$ cat src/rtl/fetch_stage.sv
// fetch_stage: IF stage and IF/ID pipeline register of the pipelined RV32I core.
//
// Owns the fetch PC and a single-outstanding req/ack instruction-memory port.
// A one-entry hold buffer catches a word that returns while the pipe is stalled.
// A redirect that lands on a pending fetch lets that fetch complete and drops its data.
//
// State table
//   state     | meaning
//   S_REQ     | request PCF (req low only while StallF=1 with nothing pending)
//   S_HOLD    | fetched word parked in hold buffer, req=0, waiting for stalls to clear
//   S_DISCARD | req held on stale address until ack; that data is dropped
//
// Ports
//   clk, reset                      clock, asynchronous active-high reset
//   StallF, StallD, FlushD          hazard-control inputs
//   PcSrcE, JalrE                   EX-stage redirect (JalrE wins if both are set)
//   PCTargetE, ALUResultE           branch/jal target, jalr target (LSBs cleared here)
//   imem_req, imem_addr             fetch request / word address
//   imem_ack, imem_rdata            accept strobe / instruction word (valid with ack)
//   InstrD, PCD, PCPlus4D, ValidD   IF/ID register contents for decode
//   FetchWaitF                      imem_req & ~imem_ack
module fetch_stage #(
  parameter logic [31:0] RESET_PC  = 32'h0000_0000,
  parameter logic [31:0] NOP_INSTR = 32'h0000_0013
) (
  input  logic        clk,
  input  logic        reset,
  input  logic        StallF,
  input  logic        StallD,
  input  logic        FlushD,
  input  logic        PcSrcE,
  input  logic        JalrE,
  input  logic [31:0] PCTargetE,
  input  logic [31:0] ALUResultE,
  output logic        imem_req,
  output logic [31:0] imem_addr,
  input  logic        imem_ack,
  input  logic [31:0] imem_rdata,
  output logic [31:0] InstrD,
  output logic [31:0] PCD,
  output logic [31:0] PCPlus4D,
  output logic        ValidD,
  output logic        FetchWaitF
);

  typedef enum logic [1:0] {S_REQ, S_HOLD, S_DISCARD} state_t;

  localparam logic [31:0] ALIGN_MASK = 32'hFFFF_FFFC;

  state_t      state_q, state_d;
  logic [31:0] pcf_q, pcf_d;
  logic [31:0] disc_addr_q, disc_addr_d;
  logic [31:0] hold_instr_q, hold_instr_d;
  logic        pend_q, pend_d;
  logic [31:0] instr_d_q, instr_d_d;
  logic [31:0] pcd_q, pcd_d;
  logic [31:0] pcplus4d_q, pcplus4d_d;
  logic        valid_d_q, valid_d_d;

  logic        redirect;
  logic [31:0] redirect_pc;
  logic        req;
  logic [31:0] addr;
  logic        ack_v;
  logic        word_vld;
  logic [31:0] word;

  always_comb begin
    redirect    = PcSrcE | JalrE;
    redirect_pc = (JalrE ? ALUResultE : PCTargetE) & ALIGN_MASK;

    // Request side. pend_q keeps an already-raised request high through StallF.
    req  = 1'b0;
    addr = pcf_q;
    case (state_q)
      S_REQ:     req = pend_q | ~StallF;
      S_HOLD:    req = 1'b0;
      S_DISCARD: begin
        req  = 1'b1;
        addr = disc_addr_q;
      end
      default:   req = 1'b0;
    endcase
    if (reset) req = 1'b0;
    ack_v = imem_ack & req;

    state_d      = state_q;
    pcf_d        = pcf_q;
    disc_addr_d  = disc_addr_q;
    hold_instr_d = hold_instr_q;
    pend_d       = 1'b0;
    word_vld     = 1'b0;
    word         = imem_rdata;

    case (state_q)
      S_REQ: begin
        if (redirect) begin
          pcf_d = redirect_pc;
          if (req && !ack_v) begin
            state_d     = S_DISCARD;
            disc_addr_d = pcf_q;
          end
        end else if (ack_v) begin
          if (StallF || StallD) begin
            state_d      = S_HOLD;
            hold_instr_d = imem_rdata;
          end else begin
            word_vld = 1'b1;
            pcf_d    = pcf_q + 32'd4;
          end
        end else begin
          pend_d = req;
        end
      end
      S_HOLD: begin
        if (redirect) begin
          pcf_d   = redirect_pc;
          state_d = S_REQ;
        end else if (!StallF && !StallD) begin
          word_vld = 1'b1;
          word     = hold_instr_q;
          pcf_d    = pcf_q + 32'd4;
          state_d  = S_REQ;
        end
      end
      S_DISCARD: begin
        if (redirect) pcf_d = redirect_pc;
        if (ack_v) state_d = S_REQ;
      end
      default: state_d = S_REQ;
    endcase

    // IF/ID: flush > stall > new word > bubble. Bubbles keep the old PC fields.
    instr_d_d  = instr_d_q;
    pcd_d      = pcd_q;
    pcplus4d_d = pcplus4d_q;
    valid_d_d  = valid_d_q;
    if (FlushD) begin
      instr_d_d = NOP_INSTR;
      valid_d_d = 1'b0;
    end else if (!StallD) begin
      if (word_vld) begin
        instr_d_d  = word;
        pcd_d      = pcf_q;
        pcplus4d_d = pcf_q + 32'd4;
        valid_d_d  = 1'b1;
      end else begin
        instr_d_d = NOP_INSTR;
        valid_d_d = 1'b0;
      end
    end
  end

  always_ff @(posedge clk or posedge reset) begin
    if (reset) begin
      state_q      <= S_REQ;
      pcf_q        <= RESET_PC & ALIGN_MASK;
      disc_addr_q  <= 32'd0;
      hold_instr_q <= 32'd0;
      pend_q       <= 1'b0;
      instr_d_q    <= NOP_INSTR;
      pcd_q        <= 32'd0;
      pcplus4d_q   <= 32'd0;
      valid_d_q    <= 1'b0;
    end else begin
      state_q      <= state_d;
      pcf_q        <= pcf_d;
      disc_addr_q  <= disc_addr_d;
      hold_instr_q <= hold_instr_d;
      pend_q       <= pend_d;
      instr_d_q    <= instr_d_d;
      pcd_q        <= pcd_d;
      pcplus4d_q   <= pcplus4d_d;
      valid_d_q    <= valid_d_d;
    end
  end

  assign imem_req   = req;
  assign imem_addr  = addr;
  assign FetchWaitF = req & ~imem_ack;
  assign InstrD     = instr_d_q;
  assign PCD        = pcd_q;
  assign PCPlus4D   = pcplus4d_q;
  assign ValidD     = valid_d_q;

endmodule

$ cat config.mk
export PLATFORM = sky130hd
export DESIGN_NAME = fetch_stage
export DESIGN_NICKNAME = d
export VERILOG_FILES = /design/src/rtl/fetch_stage.sv
export SDC_FILE = /design/constraint.sdc
export NUM_CORES = 1
export LEC_CHECK = 0
export CORE_UTILIZATION = 48
export DETAILED_ROUTE_END_ITERATION = 12
export PLACE_DENSITY = 0.78
export RECOVER_POWER = 100
export SLEW_MARGIN = 0
export SYNTH_ARGS = -nofsm -noshare
export SYNTH_HDL_FRONTEND = slang
export SYNTH_SLANG_ARGS = --single-unit
$ cat constraint.sdc
create_clock -name clk -period 7.15 [get_ports clk]
set_clock_uncertainty 0.1 [all_clocks]
set_input_delay 1.43 -clock clk [delete_from_list [all_inputs] [get_ports clk]]
set_output_delay 1.43 -clock clk [all_outputs]
set_load 0.01 [all_outputs]
# Word level (Yosys, flattened, before mapping)
# Cells that the tools add are included.
[op_classes]
addsub = 1
multipliers = 0
div_mod_pow = 0
order_cmp = 0
eq_ne = 10
shifts = 0
n_mux = 37
bitwise_logic = 9
reduce_logical = 13
[ops]
columns = ["op", "count"]
rows = [
  ["32-bit two-way mux", 14],
  ["32-bit case mux with 3 select lines", 1],
  ["32-bit by 3-bit adder with 32-bit output (second input constant)", 1],
  ["3-bit inequality test (second input constant)", 5],
  ["2-bit two-way mux", 7],
  ["1-bit two-way mux", 12],
  ["5-bit AND reduction", 2],
  ["2-bit case mux with 3 select lines", 1],
  ["3-bit AND reduction", 2],
  ["1-bit inverter", 5],
  ["2-bit inequality test (second input constant)", 2],
  ["1-bit case mux with 2 select lines", 2],
  ["4-bit AND reduction", 1],
  ["1-bit logical NOT", 3],
  ["3-bit nonzero test", 1],
  ["1-bit AND", 2],
  ["2-bit by 1-bit == test with 1-bit output (second input constant)", 1],
  ["2-bit == test (second input constant)", 1],
  ["1-bit logical AND", 2],
  ["2-bit logical NOT", 1],
  ["2-bit by 1-bit inequality test with 1-bit output (second input constant)", 1],
  ["1-bit bitwise OR", 2],
  ["1-bit logical OR", 1],
]
[totals]
reg_bits = 196
latchBits = 0
ramBits = 0
rom_bits = 0
inputBits = 104
out_inout_bits = 131
elab_cells = 79
memories = 0

# Logic depth before layout (Yosys ltp)
# Gate-level depths: netlist of run 1.
[logic_depth]
depth_word = 11
depth_mapped = 8
ltp_nobuf = 6

# Worst setup path after synthesis of run 1
# OpenSTA, ideal clock, no wires.
[synth_timing]
kind = "in2out"
startpoint = "in StallF"
endpoint = "out FetchWaitF"
arrival_time_ns = 2.102
t_required_ns = 5.620
path_slack_ns = 3.518
path_stages = 3
path_buffers = 0
path_cell_list = "nor3b_1 -> or3_4 -> nor2_1"
[synth_between]
elab_chain_len = 5
[synth_lines]
columns = ["element", "line", "source"]
rows = [
  ["start: declaration", "28", "input logic StallF,"],
  ["1-bit inverter", "76", "S_REQ: req = pend_q | ~StallF;"],
  ["1-bit bitwise OR", "76", ""],
  ["1-bit case mux with 2 select lines", "75", "case (state_q)"],
  ["1-bit two-way mux", "84", "if (reset) req = 1'b0;"],
  ["1-bit AND", "180", "assign FetchWaitF = req & ~imem_ack;"],
  ["end: declaration", "43", "output logic FetchWaitF"],
]
# No other way between the ends.

# Worst setup path after layout of run 1
[layout_timing]
startpoint = "in JalrE"
endpoint = "reg pcd_q[17] (netlist: PCD[17])"
[layout_between]
elab_chain_len = 4
word_cells_on_any_way = 5
cone_classes = "mux (3); bitwise (1); reduce/logical (1)"
[layout_lines]
columns = ["element", "line", "source"]
rows = [
  ["start: declaration", "32", "input logic JalrE,"],
  ["1-bit bitwise OR *", "69", "redirect = PcSrcE | JalrE;"],
  ["1-bit two-way mux (on tied branches)", "116, 97", ""],
  ["1-bit case mux with 2 select lines *", "95", "case (state_q)"],
  ["3-bit AND reduction (no line) *", "--", ""],
  ["end signal: assignment", "172", "pcd_q <= pcd_d;"],
  ["end: declaration", "56", "logic [31:0] pcd_q, pcd_d;"],
]
# Mark *: on every way between the ends. The rest lies on a longest branch, timed or not.
# A chain may end at the register's enable or synchronous reset.

==> reports/results.md, run 1 <==
Clock network
• clock root buffer: sky130_fd_sc_hd__clkbuf_16
• post-CTS setup buffer count: 0
• later-pin clock latency in the skew report: 0.43 ns
• Num Clock Sinks: 188
• clock-pin slew on the worst setup and hold paths: 0.07 ns
• quantity of gates resized following cts: 0
• number of H-tree levels: 4
• maximum number of buffers from clock root to sink: 2
• hold-fix buffers at CTS: 0
• number of clock buffers inserted by TritonCTS: 17
• CTS tree: yes

Die
• # IOs: 235
• width of the die: 141 µm
• number of rows in the core area: 50
• Die ar.: 19900 µm²
• Initial Util: 49.4%
• core area: 18800 µm²
• Vert. Die Dim: 141 µm

Finish
• non-filler cells in the finished layout: 1347
• final layout net count: 1179
• layout cells sized above 1: 10.1%
• number of inserted diodes: 0
• area overhead of the layout relative to synthesis: 30.7%
• final instance area: 12100 µm²
• Filler cells: 1517

Placed design
• estimated wirelength of the detail-placed design: 16400 µm
• I/O Buffers: 224
• instance count after placement with tap cells included: 1315
• placer's final routability congestion estimate: 0.819
• Placed Area: 11600 µm²

Timing
• Sum Neg Setup Slack: 0 ns
• Final Max Slew Viols: 236
• Tcrit/Tclk final: 74.8%
• RSZ-0062 raised after global routing: false
• Tightest Pin Transition: 3.00 ns
• FMAX: 187 MHz
• min Tclk post-route: 5.35 ns
• final setup violation count: 0
• worst-case hold slack: 0.369 ns
• number of hold violations in the final report: 0
• relative slew slack: -100%

Global route
• vias in the first global route: 7332
• number of antenna violations at the first check in global routing: 0
• largest net degree at the start of global routing: 140
• overflow left after global routing: 0
• combined global-route utilization of all metal layers: 25.0%
• first-pass GRT wire length: 38700 µm

Worst setup path
• crit path max fanout: 38
• worst reg2reg path startpoint: state_q[1]
• Largest stage delay, worst path: 1.19 ns
• data arrival time of the critical path: 5.61 ns
• crit-path leading delay family: simple AND/OR/NAND/NOR gates
• setup slack of the most critical reg-to-reg path: 3.16 ns
• total buffers and inverters traversed by the critical path: 2
• Setup crit end kind: flip-flop
• cells on worst reg2reg path: 6
• end of the worst register-to-register path: pcf_q[4]
• critical path data required time: 7.41 ns
• CP cell instances: clkbuf_1 -> nor3_1 -> nand2_1 -> nor3_1 -> clkbuf_1 -> nand2_1 -> nand2_1
• cell type of the slowest stage on the worst timing path: sky130_fd_sc_hd__nor3_1
• most prevalent standard cell on the critical path: sky130_fd_sc_hd__nand2_1
• classification of the worst setup path: in2reg
• Startpoint Class: primary input

Run status
• outcome: finished with violations
• failing checks: capacitance limit, slew limit

Routing
• mean routed wirelength per cell: 18.0 µm
• post-route ant nets: 0
• total vias in the final route: 7240
• number of vias per cell after detailed routing: 5.37
• post-detailed-route DRC marker count: 0
• final routed wirelength across all metal layers: 24300 µm
• first-pass iteration count of the detailed router: 7
• number of violations reported at the end of detailed-routing iteration 0: 434

Hold path
• Hold Path Depth: 2
• Worst Hold Class: reg2reg
• Hold Startpoint: PCD[27]
• end of the worst hold path: PCD[27]

Logic synthesis
• post-synthesis cell type with the largest combined area: sky130_fd_sc_hd__dfrtp_1
• share of the synthesized area in the top cell type: 49.8%
• synthesized area per cell: 10.4 µm²
• Post-Synthesis Cell Area: 9300 µm²
• Yosys cell types: 63
• async set-reset flop share out of synthesis: 100%
• most used flip-flop cell after synthesis: sky130_fd_sc_hd__dfrtp_1
• portion of the post-synthesis area used by sequential elements: 50.6%
• number of register bits inferred by synthesis: 188
• instance count of the mapped netlist: 894
• EDFF count, synth: 0
• YS warnings: 0
• top cells by area, synth: sky130_fd_sc_hd__dfrtp_1, sky130_fd_sc_hd__nand2_1, sky130_fd_sc_hd__mux2_1

Run
• maximum capacitance violations: 5

Power
• Leak: 5.62 nW
• power per cell area: 294 nW/µm²
• largest voltage drop on the vdd net: 0.188 mV

[metrics by stage]
stage,setup slack (ns),utilization [%],total power [mW]
after floorplan,0.511,-,2.16
after global placement,2.46,61.5,2.66
after detailed placement,2.47,61.5,2.71
after CTS,2.46,64.7,3.68
after global routing,1.34,64.5,3.76
final,1.80,64.5,3.58
[Yosys cell counts, drive strengths merged, types with 2 or more instances]
cell     count
nand2      188
dfrtp      185
mux2       104
o21ai       82
buf         51
mux2i       39
a21oi       34
nor2        28
clkbuf      25
xor2        19
nand3       18
o22ai       12
nand4       10
inv          9
xnor2        9
a2bb2oi      7
or3          7
nor4         6
nor2b        5
a22oi        4
and2         4
and3         4
nor3         4
o22a         4
o311ai       4
or4          4
a31oi        3
dfstp        3
a211oi       2
a22o         2
nand2b       2
o21a         2
o2bb2ai      2
or2          2
[how the worst max path moves through the flow]
stage / startpoint / end / slack (ns) / cells after the start
final: JalrE / PCD[17] / 1.80 / 7
after global routing: JalrE / PCPlus4D[17] / 1.34 / 6
after CTS: StallF / FetchWaitF / 2.46 / 5
after detailed placement: StallF / FetchWaitF / 2.47 / 5
after global placement: StallF / FetchWaitF / 2.46 / 5
after floorplan: reset / InstrD[10] / 0.51 / 1
[registers in the layout, indices dropped and copies added, names as in the netlist]
name	cells
ValidD	1
InstrD	32
pcf_q	30
state_q	2
PCD	30
PCPlus4D	30
disc_addr_q	30
hold_instr_q	32
pend_q	1
[logic make-up after synthesis]
family / share of synthesized area [%]
AO/OA/AOI/OAI: 10.4
XOR/XNOR: 2.64
adder cells (fa/ha/maj): 0.135
buffers and inverters: 4.62
flip-flops: 50.6
multiplexers: 16.8
other: 0.0403
AND/OR/NAND/NOR: 14.7
[layout by cell type, fill, tap and decap left out, drive strengths merged, types with 5 or more instances in the layout]
cell type	instances
xor2	19
conb	6
or3	7
nand3	18
o22ai	12
dlygate4sd3	126
inv	15
clkinv	5
o21ai	82
nor4	6
dfrtp	185
clkbuf	22
mux2	104
nand4	10
mux2i	39
xnor2	9
nor2b	5
a21oi	34
nor2	28
nand2	188
clkdlybuf4s50	97
a2bb2oi	7
[layer usage]
metal	vias to the layer above	GRT usage [%]	routed length (µm)
met5	-	0	0
met4	0	7.38	442
met3	29	4.89	1340
met2	215	42.3	12200
met1	3546	32.4	10300
li1	3450	-	-
[worst register-to-register path, delay by kind of cell (launching register included)]
| kind | cells | cell delay (ns) |
|---|---|---|
| buffers and inverters | 1 | 0.62 |
| and+or+nand+nor | 2 | 2.04 |
| AOI/OAI and AO/OA | 3 | 0.70 |
| DFF | 1 | 0.48 |
[cell type report]
cell class / instances / area (µm²) / share of cell area [%]
flip-flops and latches: 188 / 4710 / 38.8
well taps: 260 / 325 / 2.68
multi-input cells: 626 / 4190 / 34.5
clock buffers: 17 / 425 / 3.50
inverters: 9 / 37.5 / 0.309
clock inverters: 15 / 183 / 1.50
repair buffers: 232 / 2280 / 18.8
[where the power goes]
| part | internal, mW | switching, mW | total [mW] |
|---|---|---|---|
| logic | 0.565 | 0.486 | 1.05 |
| clock network | 0.503 | 0.466 | 0.970 |
| registers | 1.34 | 0.216 | 1.55 |
| total | 2.41 | 1.17 | 3.58 |
Power figures use the tool's default switching activity.
==> inputs of run 2 (changes only) <==
==> constraint.sdc (replaced) <==
create_clock -name clk -period 5.17 [get_ports clk]
set_clock_uncertainty 0.1 [all_clocks]
set_input_delay 1.034 -clock clk [delete_from_list [all_inputs] [get_ports clk]]
set_output_delay 1.034 -clock clk [all_outputs]
set_load 0.01 [all_outputs]
==> run 2 against run 1 <==
Net effect:
- the flow still finishes with violations (capacitance limit, slew limit)
- cell count increased by 0.30%
- non-clock buffer count increased by 4
- total power increased by 37%
- clock power increased by 35%
- wire length decreased by 0.85%
- highest routed layer unchanged
==> reports/results.md, run 2 (same netlist as run 1, synthesis figures left out) <==
Clock network
• later-pin clock latency in the skew report: 0.43 ns
• Num Clock Sinks: 188
• hold-fix buffers at CTS: 0
• number of clock buffers inserted by TritonCTS: 17
• number of H-tree levels: 4
• post-CTS setup buffer count: 0
• clock-pin slew on the worst setup and hold paths: 0.07 ns
• maximum number of buffers from clock root to sink: 2
• quantity of gates resized following cts: 0
• CTS tree: yes
• clock root buffer: sky130_fd_sc_hd__clkbuf_16

Routing
• number of violations reported at the end of detailed-routing iteration 0: 391
• post-route ant nets: 0
• first-pass iteration count of the detailed router: 4
• final routed wirelength across all metal layers: 24100 µm
• number of vias per cell after detailed routing: 5.40
• mean routed wirelength per cell: 17.8 µm
• post-detailed-route DRC marker count: 0
• total vias in the final route: 7289

Global route
• overflow left after global routing: 0
• first-pass GRT wire length: 38800 µm
• number of antenna violations at the first check in global routing: 0
• combined global-route utilization of all metal layers: 25.1%
• largest net degree at the start of global routing: 86
• vias in the first global route: 7354

Placed design
• I/O Buffers: 224
• estimated wirelength of the detail-placed design: 16700 µm
• worst setup timing slack at the placement stage: 1.26 ns
• placer's final routability congestion estimate: 0.816

Timing
• number of hold violations in the final report: 0
• Sum Neg Setup Slack: 0 ns
• post-layout worst setup margin: 0.702 ns
• FMAX: 224 MHz
• Final Max Slew Viols: 194
• Tightest Pin Transition: 2.73 ns
• min Tclk post-route: 4.47 ns
• final setup violation count: 0
• RSZ-0062 raised after global routing: false
• Tcrit/Tclk final: 86.4%
• relative slew slack: -83.1%

Worst setup path
• critical path data required time: 4.04 ns
• CP startpoint: state_q[1]
• Setup crit end kind: output port
• worst reg2reg path startpoint: state_q[1]
• crit path max fanout: 26
• cells on worst reg2reg path: 7
• crit path capture: imem_addr[17]
• Startpoint Class: flip-flop
• classification of the worst setup path: reg2out
• setup slack of the most critical reg-to-reg path: 1.00 ns
• end of the worst register-to-register path: pcf_q[22]
• data arrival time of the critical path: 3.33 ns

Die
• Initial Util: 49.4%
• Die ar.: 19900 µm²
• Vert. Die Dim: 141 µm
• width of the die: 141 µm
• core area: 18800 µm²
• # IOs: 235
• number of rows in the core area: 50

Finish
• most used cells in the layout excluding fill and tap cells: sky130_fd_sc_hd__nand2_1, sky130_fd_sc_hd__dfrtp_1, sky130_fd_sc_hd__dlygate4sd3_1
• final layout net count: 1183
• number of inserted diodes: 0
• layout cells sized above 1: 10.2%
• area overhead of the layout relative to synthesis: 30.7%
• most common cell after layout, fill and taps aside: sky130_fd_sc_hd__nand2_1

Power
• largest voltage drop on the vdd net: 0.247 mV
• power per cell area: 405 nW/µm²
• internal power: 3.36 mW
• Clk network pwr share: 26.6%
• sw power: 1.56 mW
• part of the power in combinational logic: 29.8%
• fraction of power spent switching nets: 31.7%
• sequential fraction of design power: 43.6%
• Leak: 5.63 nW

Run
• maximum capacitance violations: 5

Run status
• failing checks: capacitance limit, slew limit
• outcome: finished with violations

Hold path
• Hold Startpoint: PCD[23]
• Worst Hold Class: reg2reg

## run 2: cell types whose count changed in the layout (fill, tap and decap cells not counted), moves of 2 or more
cell	delta
sky130_fd_sc_hd__dlygate4sd3_1	-8
sky130_fd_sc_hd__buf_12	+2
sky130_fd_sc_hd__clkbuf_1	+2
sky130_fd_sc_hd__clkdlybuf4s50_1	+8
sky130_fd_sc_hd__clkinvlp_4	-2
sky130_fd_sc_hd__clkinv_8	-3
sky130_fd_sc_hd__clkbuf_8	+2
## run 2: power groups by stage
stage / logic [mW] / clock network (mW) / registers, mW
after floorplan: 0.902 / 0 / 2.08
after global placement: 1.54 / 0 / 2.15
after detailed placement: 1.57 / 0 / 2.17
after CTS: 1.57 / 1.33 / 2.15
after global routing: 1.60 / 1.39 / 2.20
final: 1.46 / 1.31 / 2.14
## run 2: layout make-up
cell class,instances,area [µm²]
multi-input cells,626,4160
inverters,9,35.0
fillers,1573,6680
well taps,260,325
clock buffers,20,457
flip-flops and latches,188,4710
repair buffers,236,2330
clock inverters,12,129
## run 2: how the worst min path moves through the flow
stage	end	slack [ns]	cells past startpoint
finish	PCD[23]	0.37	2
global route	ValidD	0.39	2
CTS	PCD[15]	0.38	2
detailed placement	PCD[7]	0.36	2
global placement	PCD[22]	0.36	2
floorplan	disc_addr_q[10]	0.35	1
## run 2: worst max-delay path, cell delays in order (launching register included)
cell	delay [ns]
sky130_fd_sc_hd__dfrtp_1	0.49
sky130_fd_sc_hd__nor2b_2	1.15
sky130_fd_sc_hd__buf_4	0.39
sky130_fd_sc_hd__mux2_2	0.35
sky130_fd_sc_hd__clkdlybuf4s50_1	0.52
## run 2: per-stage QoR
stage	instances	instance area, µm²	total power [mW]	hold WS (ns)	utilization, %
after floorplan	899	9320	2.98	0.352	-
after global placement	1319	11600	3.69	0.359	61.8
after detailed placement	1319	11600	3.74	0.362	61.8
after CTS	1351	12200	5.05	0.380	65.0
after global routing	1351	12200	5.19	0.388	64.5
final	1351	12200	4.92	0.368	64.5
## run 2: metal layers
| layer | track usage [%] | share of wire [%] |
|---|---|---|
| met5 | 0 | 0 |
| met4 | 9.67 | 2.5 |
| met3 | 5.64 | 5.8 |
| met2 | 41.1 | 48 |
| met1 | 32.6 | 43 |
==> inputs of run 3 (changes only) <==
--- a/config.mk
+++ b/config.mk
@@ -5,6 +5,7 @@
 export SDC_FILE = /design/constraint.sdc
 export NUM_CORES = 1
 export LEC_CHECK = 0
+export CAP_MARGIN = 25
 export CORE_UTILIZATION = 48
 export DETAILED_ROUTE_END_ITERATION = 12
 export PLACE_DENSITY = 0.78
==> run 3 against run 2 <==
Net effect:
- the run still ends with capacitance limit, slew limit left
- wire length down 0.48%
- register-to-register slack better by 0.69 ns
- combinational power about the same
- cell count unchanged
- setup slack better by 0.0012 ns
- critical path depth unchanged
- total power down 1.2%
- hold slack better by 0.0015 ns
- design area down 0.15%
- core utilization down 0.10 points
- clock power down 5%
- critical endpoint unchanged
==> reports/results.md, run 3 (same netlist as run 1, synthesis figures left out) <==
Routing
• Met3 Routed Length: 1380 µm
• mean routed wirelength per cell: 17.7 µm
• number of vias per cell after detailed routing: 5.36
• Post-Route M1 WL: 10400 µm
• total vias in the final route: 7236
• number of violations reported at the end of detailed-routing iteration 0: 376
• final routed wirelength across all metal layers: 24000 µm
• post-detailed-route DRC marker count: 0
• met2 routed wirelength: 11500 µm
• uppermost metal layer occupied by signal nets: met4
• post-route ant nets: 0
• first-pass iteration count of the detailed router: 5

Clock network
• number of clock buffers inserted by TritonCTS: 17
• later-pin clock latency in the skew report: 0.42 ns
• maximum number of buffers from clock root to sink: 2
• CTS tree: yes
• post-CTS setup buffer count: 0
• quantity of gates resized following cts: 0
• Num Clock Sinks: 188
• number of H-tree levels: 4
• clock root buffer: sky130_fd_sc_hd__clkbuf_16
• clock-pin slew on the worst setup and hold paths: 0.07 ns
• hold-fix buffers at CTS: 0

Timing
• number of hold violations in the final report: 0
• Sum Neg Setup Slack: 0 ns
• final setup violation count: 0
• min Tclk post-route: 4.47 ns
• Tightest Pin Transition: 2.14 ns
• relative slew slack: -42.7%
• RSZ-0062 raised after global routing: false
• Final Max Slew Viols: 229
• Tcrit/Tclk final: 86.4%
• FMAX: 224 MHz

Hold path
• Worst Hold Class: reg2reg

Global route
• combined global-route utilization of all metal layers: 25.1%
• overflow left after global routing: 0
• first-pass GRT wire length: 38900 µm
• number of antenna violations at the first check in global routing: 0
• vias in the first global route: 7352
• largest net degree at the start of global routing: 86

Die
• core area: 18800 µm²
• # IOs: 235
• Initial Util: 49.4%
• Vert. Die Dim: 141 µm
• width of the die: 141 µm
• number of rows in the core area: 50
• Die ar.: 19900 µm²

Worst setup path
• data arrival time of the critical path: 3.33 ns
• cell type of the slowest stage on the worst timing path: sky130_fd_sc_hd__nor2b_2
• setup slack of the most critical reg-to-reg path: 1.69 ns
• CP cell instances: nor2b_2 -> buf_4 -> mux2_2 -> clkdlybuf4s50_1
• classification of the worst setup path: reg2out
• Startpoint Class: flip-flop
• Largest stage delay, worst path: 1.14 ns
• crit path max fanout: 26
• Setup crit end kind: output port
• critical path data required time: 4.04 ns

Power
• largest voltage drop on the vdd net: 0.239 mV
• power per cell area: 400 nW/µm²
• Leak: 5.60 nW

Finish
• area overhead of the layout relative to synthesis: 30.5%
• number of inserted diodes: 0
• layout cells sized above 1: 9.99%
• most common cell after layout, fill and taps aside: sky130_fd_sc_hd__nand2_1
• final layout net count: 1184
• non-filler cells in the finished layout: 1351
• most used cells in the layout excluding fill and tap cells: sky130_fd_sc_hd__nand2_1, sky130_fd_sc_hd__dfrtp_1, sky130_fd_sc_hd__dlygate4sd3_1

Placed design
• instance count after placement with tap cells included: 1320
• estimated wirelength of the detail-placed design: 16700 µm
• I/O Buffers: 224
• placer's final routability congestion estimate: 0.816

Run status
• outcome: finished with violations
• failing checks: capacitance limit, slew limit

Run
• maximum capacitance violations: 5

-- run 3: final cells by class --
type	count	area (µm²)
Fill cell	1556	6700
Sequential cell	188	4710
Multi-Input combinational cell	626	4190
Timing Repair Buffer	237	2330
Clock buffer	20	437
Tap cell	260	325
Clock inverter	11	110
Inverter	9	35.0
-- run 3: path summary, 6_finish.rpt --
check / endpoint / depth (start not counted) / start
setup / recovery: imem_addr[17] / 4 / state_q[1]
hold / removal: PCD[23] / 2 / PCD[23]
setup reg to reg: PCD[31] / 6 / state_q[1]
hold reg to reg: PCD[23] / 2 / PCD[23]
max in group asynchronous: PCPlus4D[2] / 4 / reset
min in group asynchronous: hold_instr_q[1] / 2 / reset
-- run 3: where the power goes --
| part | switching, mW | internal (mW) | leakage [nW] |
|---|---|---|---|
| Combinational | 0.664 | 0.802 | 2.94 |
| Sequential | 0.294 | 1.85 | 2.40 |
| Clock | 0.576 | 0.669 | 0.258 |
-- run 3: stage by stage --
stage / cell area (µm²) / setup WS [ns] / power, mW / hold slack (ns) / util (%)
floorplan: 9320 / 1.62 / 2.98 / 0.352 / -
global placement: 11600 / 1.26 / 3.69 / 0.359 / 61.8
detailed placement: 11700 / 1.23 / 3.74 / 0.362 / 62.0
CTS: 12200 / 1.12 / 4.99 / 0.379 / 64.9
global route: 12100 / 0.547 / 5.14 / 0.388 / 64.4
finish: 12100 / 0.703 / 4.86 / 0.369 / 64.4
-- run 3: worst max-delay path, delay by kind of cell, from the launching register on --
| kind | cells | cell delay, ns |
|---|---|---|
| simple gates | 1 | 1.14 |
| buf+inv | 2 | 0.92 |
| flops | 1 | 0.50 |
| mux | 1 | 0.35 |
-- run 3: layer usage --
metal / up-vias / track usage (%)
met3: 40 / 5.33
met4: 0 / 9.55
met5: - / 0
met2: 209 / 40.7
met1: 3528 / 33.1
li1: 3459 / -
